## config.mk

```make
export PLATFORM = sky130hd
export DESIGN_NAME = baud_tick_scheduler
export DESIGN_NICKNAME = d
export VERILOG_FILES = /design/src/rtl/baud_tick_scheduler.sv
export SDC_FILE = /design/constraint.sdc
export NUM_CORES = 1
export LEC_CHECK = 0
export ABC_AREA = 1
export CELL_PAD_IN_SITES_DETAIL_PLACEMENT = 1
export CELL_PAD_IN_SITES_GLOBAL_PLACEMENT = 2
export CORE_MARGIN = 4
export CORE_UTILIZATION = 30
export DETAILED_ROUTE_END_ITERATION = 7
export DONT_BUFFER_PORTS = 1
export PLACE_DENSITY = 0.78
export SKIP_CTS_REPAIR_TIMING = 1
export SLEW_MARGIN = 20
export SYNTH_ARGS = -nofsm -noshare
export SYNTH_HDL_FRONTEND = slang
export SYNTH_SLANG_ARGS = --single-unit
```

## constraint.sdc

```tcl
create_clock -name clock -period 3.1 [get_ports clock]
set_clock_uncertainty 0.2 [all_clocks]
set_input_delay 0.93 -clock clock [delete_from_list [all_inputs] [get_ports clock]]
set_output_delay 0.93 -clock clock [all_outputs]
set_load 0.05 [all_outputs]
```

## src/rtl/baud_tick_scheduler.sv

```systemverilog
// Shared UART baud divider: generates the rx oversample strobe and the tx bit
// strobe from one counter chain, and owns the runtime divisor register.
// A new divisor is held as pending and applied only on a tx bit boundary.
module baud_tick_scheduler #(
  parameter int unsigned CLK          = 50000000,
  parameter int unsigned DEFAULT_BAUD = 9600,
  parameter int unsigned OVERSAMPLE   = 16,
  parameter int unsigned DIV_WIDTH    = 16
) (
  input  logic                 clock,
  input  logic                 reset,
  input  logic                 enable,
  input  logic                 rx_sync,
  input  logic                 div_wr,
  input  logic [DIV_WIDTH-1:0] div_data,
  output logic                 rx_tick,
  output logic                 tx_tick,
  output logic                 div_ack,
  output logic                 div_err,
  output logic [DIV_WIDTH-1:0] divisor,
  output logic                 pending
);

  localparam int unsigned DEFAULT_DIV = CLK / (DEFAULT_BAUD * OVERSAMPLE);
  localparam int unsigned SUB_W       = (OVERSAMPLE > 2) ? $clog2(OVERSAMPLE) : 1;

  localparam logic [DIV_WIDTH-1:0] DIV_RST  = DIV_WIDTH'(DEFAULT_DIV);
  localparam logic [DIV_WIDTH-1:0] DIV_ONE  = DIV_WIDTH'(1);
  localparam logic [DIV_WIDTH-1:0] DIV_MIN  = DIV_WIDTH'(2);
  localparam logic [SUB_W-1:0]     SUB_LAST = SUB_W'(OVERSAMPLE - 1);
  localparam logic [SUB_W-1:0]     SUB_ONE  = SUB_W'(1);

  typedef enum logic [1:0] {
    IDLE = 2'd0,
    RUN  = 2'd1,
    PEND = 2'd2
  } state_t;

  state_t               state, state_next;
  logic [DIV_WIDTH-1:0] base_cnt, base_next;
  logic [SUB_W-1:0]     sub_cnt, sub_next;
  logic [DIV_WIDTH-1:0] pending_div, pending_div_next;
  logic [DIV_WIDTH-1:0] divisor_next;
  logic                 pending_next;
  logic                 rx_next, tx_next, ack_next, err_next;

  logic                 wr_ok_c;
  logic                 base_wrap_c;
  logic                 sub_wrap_c;

  // Request qualification and counter terminal-count detection
  always_comb begin
    wr_ok_c     = div_wr && (div_data >= DIV_MIN);
    base_wrap_c = (base_cnt == (divisor - DIV_ONE));
    sub_wrap_c  = (sub_cnt == SUB_LAST);
  end

  // Next-state, counter and strobe computation
  always_comb begin
    state_next       = state;
    base_next        = base_cnt;
    sub_next         = sub_cnt;
    divisor_next     = divisor;
    pending_next     = pending;
    pending_div_next = pending_div;
    rx_next          = 1'b0;
    tx_next          = 1'b0;
    ack_next         = 1'b0;
    err_next         = 1'b0;

    // Illegal divisors are rejected in every state
    if (div_wr && !wr_ok_c) begin
      err_next = 1'b1;
    end

    if (!enable) begin
      // Idle: counters parked at zero; a legal write takes effect at once
      // and supersedes anything still pending
      base_next = '0;
      sub_next  = '0;
      if (wr_ok_c) begin
        divisor_next = div_data;
        pending_next = 1'b0;
        ack_next     = 1'b1;
      end
    end else begin
      if (rx_sync) begin
        // Start-bit realignment wins over any strobe on this edge
        base_next = '0;
        sub_next  = '0;
      end else if (base_wrap_c) begin
        base_next = '0;
        rx_next   = 1'b1;
        if (sub_wrap_c) begin
          sub_next = '0;
          tx_next  = 1'b1;
          // Bit boundary: the only point where the rate may change
          if (state == PEND) begin
            divisor_next = pending_div;
            pending_next = 1'b0;
            ack_next     = 1'b1;
          end
        end else begin
          sub_next = sub_cnt + SUB_ONE;
        end
      end else begin
        base_next = base_cnt + DIV_ONE;
      end

      // A write on the apply edge becomes the next pending value
      if (wr_ok_c) begin
        pending_div_next = div_data;
        pending_next     = 1'b1;
      end
    end

    if (!enable) begin
      state_next = IDLE;
    end else if (pending_next) begin
      state_next = PEND;
    end else begin
      state_next = RUN;
    end
  end

  // State, counters and registered outputs
  always_ff @(posedge clock) begin
    if (reset) begin
      state       <= IDLE;
      base_cnt    <= '0;
      sub_cnt     <= '0;
      divisor     <= DIV_RST;
      pending     <= 1'b0;
      pending_div <= DIV_RST;
      rx_tick     <= 1'b0;
      tx_tick     <= 1'b0;
      div_ack     <= 1'b0;
      div_err     <= 1'b0;
    end else begin
      state       <= state_next;
      base_cnt    <= base_next;
      sub_cnt     <= sub_next;
      divisor     <= divisor_next;
      pending     <= pending_next;
      pending_div <= pending_div_next;
      rx_tick     <= rx_next;
      tx_tick     <= tx_next;
      div_ack     <= ack_next;
      div_err     <= err_next;
    end
  end

endmodule

```

==> run summary <==
Synth Net Count: 551
Total Power: 2.13 mW
Synth top cells by count: nand2_1, nor2_1, dfxtp_1, inv_1, nand3_1
Placed insts: 672
Net Switching: 0.599 mW
Vias in the first global route: 3,379
Routed length per placed instance: 14.6 µm
Die ar.: 13,300 µm²
Crit-path max cell delay: 0.33 ns
Warnings from Yosys: 0
Min Tclk post-route: 2.69 ns
Via count: 3,302
Least-Margin Pin Slew: 0.538 ns
Post-Syn Area: 3470 µm²
Synth top area share: 34.1%
Post-synth EDFFs: 0
Antenna viol nets, final: 0
Hold Slack: 0.262 ns
CTS Buf Count: 9
DIE WIDTH: 115 µm
Worst path buffer plus inverter count: 5
Area grow syn2layout: 16.2%
Final setup vio count: 0
First-pass GRT wire length: 16.9 mm
Row count: 38
1st-iter DRT viols: 80
Maximum VDD drop: 313 µV
Syn_area_per_cell: 6.58 µm²
Critical path peak fanout: 18
Final GP Congestion: 0.893
Fillers: 1,427
Leak: 1.91 nW
Ant. Diodes: 0
Total routed wirelength: 10.0 mm
GRT Total Usage: 16.3%
Initial antenna violation count: 0
H-tree depth: 3
Class of the most critical setup path: reg -> reg
Nets: 567
Finished Layout Cells: 688
Switching portion of total power: 28.2%
Max-slew violation count: 0
Root buffer cell: clkbuf_16
Residual DRC count: 0
CP max stage cell: dfxtp_1
Ys async rst share: 0%
Kind of end point of the critical path: flip-flop
HPWL after DPL: 7.85 mm
Largest net degree at the start of global routing: 31
Crit start category: flip-flop
TritonCTS clock tree: built
Synth Instances: 527
PortBufs: 0
Clock latency on the worst-skew pair: 0.34 ns
Comb pwr share: 14.4%
Top_reg_cell synth: dfxtp_1
Synth top area cells: dfxtp_1, nand2_1, nor2_1, inv_1, nand3_1
GR Layer Usage met1: 20.0%
Pwr dens: 528 nW/µm²
HP Class: reg -> reg
Seq/Total Area, Yosys: 34.1%
FMAX: 372 MHz
Most Crowded Layer GR: met2
Final Hold Violating Endpoints: 0
Clk sink count: 59
Reg power frac: 38.5%
Clock tree buffer depth: 2
Leading area contributor after synthesis: dfxtp_1
CP Data Arrival Time: 2.76 ns
Final worst path period share: 86.7%
CP required: 3.18 ns
Max cap viols: 0
Met2 GRT Util: 27.0%
Vias/cell: 4.80
Initial Utilization: 31.3%
Die Y: 115 µm
Synth Register Bits: 59
Most common cell in the netlist: nand2_1
Crit path max-delay family: simple AND/OR/NAND/NOR gates
Most frequent CP cell: nand2_1
Crit path cell chain: inv_1 > ha_1 > nand2_1 > inv_1 > nor2_1 > nand2_1 > inv_1 > nand2_1 > inv_1 > nand2_1 > nor2_1 > nand2_1 > nor2_2 > nand4_4 > buf_12 > nand2_1 > nand2_1 > nand3_1
Clk pwr share: 47.1%
I/O pins: 42
Distinct cells, synth: 33
Core Box Area: 11,100 µm²
GR met3 Demand/Resource: 3.76%
P_int: 1.53 mW
Max-slew headroom: 64.1%
GR Overflow Total: 0
Clock transition at path regs: 0.05 ns
RSZ-0062 raised after global routing: no
Final TNS setup: 0 ns
Ratio of cells with drive above 1 in the final layout: 12.0%
Pre-antenna DRT Iters: 4
Outcome: finished, final reports clean
power by group through the flow:
stage               sequential [mW]  clock [mW]  combinational, mW
detailed placement            0.836           0              0.310
CTS                           0.820        1.03              0.312
global route                  0.823        1.06              0.347
finish                        0.819        1.00              0.307
global placement              0.835           0              0.305
floorplan                     0.881           0              0.182
state kept, by name (all words and copies together) (netlist names):
register / count
div_err: 1
div_ack: 1
state: 2
pending_div: 16
pending: 1
rx_tick: 1
sub_cnt: 4
divisor: 16
base_cnt: 16
tx_tick: 1
cell usage in the layout, fill, tap and decap left out, types with 8 or more instances in the layout:
cell       synthesis  final
a21oi_1           22     22
xor2_1            12     12
inv_1             57     57
nand4_1           10     10
buf_4              1     22
nand3_2           11     11
dfxtp_1           59     59
o21ai_0           20     20
nand3_1           42     42
xnor2_1            8      8
clkbuf_16          0      9
nor2_1            78     78
nand2_1          142    142
worst paths after layout:
| path | depth (start not counted) | endpoint | start | slack [ns] |
|---|---|---|---|---|
| setup / recovery | 18 | divisor[8]$_SDFFE_PP1P_ | divisor[1]$_SDFFE_PP0P_ | 0.41 |
| hold / removal | 2 | pending_div[15]$_SDFFE_PP0P_ | pending_div[15]$_SDFFE_PP0P_ | 0.26 |
| setup reg to reg | 18 | divisor[8]$_SDFFE_PP1P_ | divisor[1]$_SDFFE_PP0P_ | 0.41 |
| hold reg to reg | 2 | pending_div[15]$_SDFFE_PP0P_ | pending_div[15]$_SDFFE_PP0P_ | 0.26 |
cell families (layout without fill, tap and decap cells):
| family | Yosys count | in the layout | synth area share, % |
|---|---|---|---|
| XOR/XNOR | 22 | 22 | 5.99 |
| AO/OA/AOI/OAI | 49 | 49 | 7.44 |
| buffers and inverters | 76 | 97 | 8.95 |
| adder cells (fa/ha/maj) | 3 | 3 | 1.08 |
| AND/OR/NAND/NOR | 318 | 318 | 42.5 |
| flip-flops | 59 | 59 | 34.1 |
area by class of cell:
cell class	instances	area, µm²	share of cell area (%)
clock buffer	11	243	6.02
clock inverter	5	52.6	1.30
inverter	58	218	5.40
multi-input combinational	392	1970	49.0
sequential	59	1180	29.3
tap	140	175	4.35
timing repair buffer	23	185	4.60
metrics by stage:
step	util [%]	worst slack (ns)	area, µm²
2_1_floorplan	-	0.483	3470
3_3_place_gp	33.7	0.433	3730
3_5_place_dp	33.7	0.389	3730
4_1_cts	36.4	0.407	4030
5_1_grt	36.4	0.0479	4030
6_report	36.4	0.413	4030
routing by layer:
metal	share of wire [%]	vias to the layer above
met5	0	-
met4	2.2	0
met3	3.9	12
met2	47	54
met1	47	1524
li1	-	1712
worst min-delay path, cell delays in order, from the launching register on:
cell     delay [ns]
dfxtp_1        0.29
inv_1          0.06
a21oi_1        0.06
(Power assumes the default switching activity.)
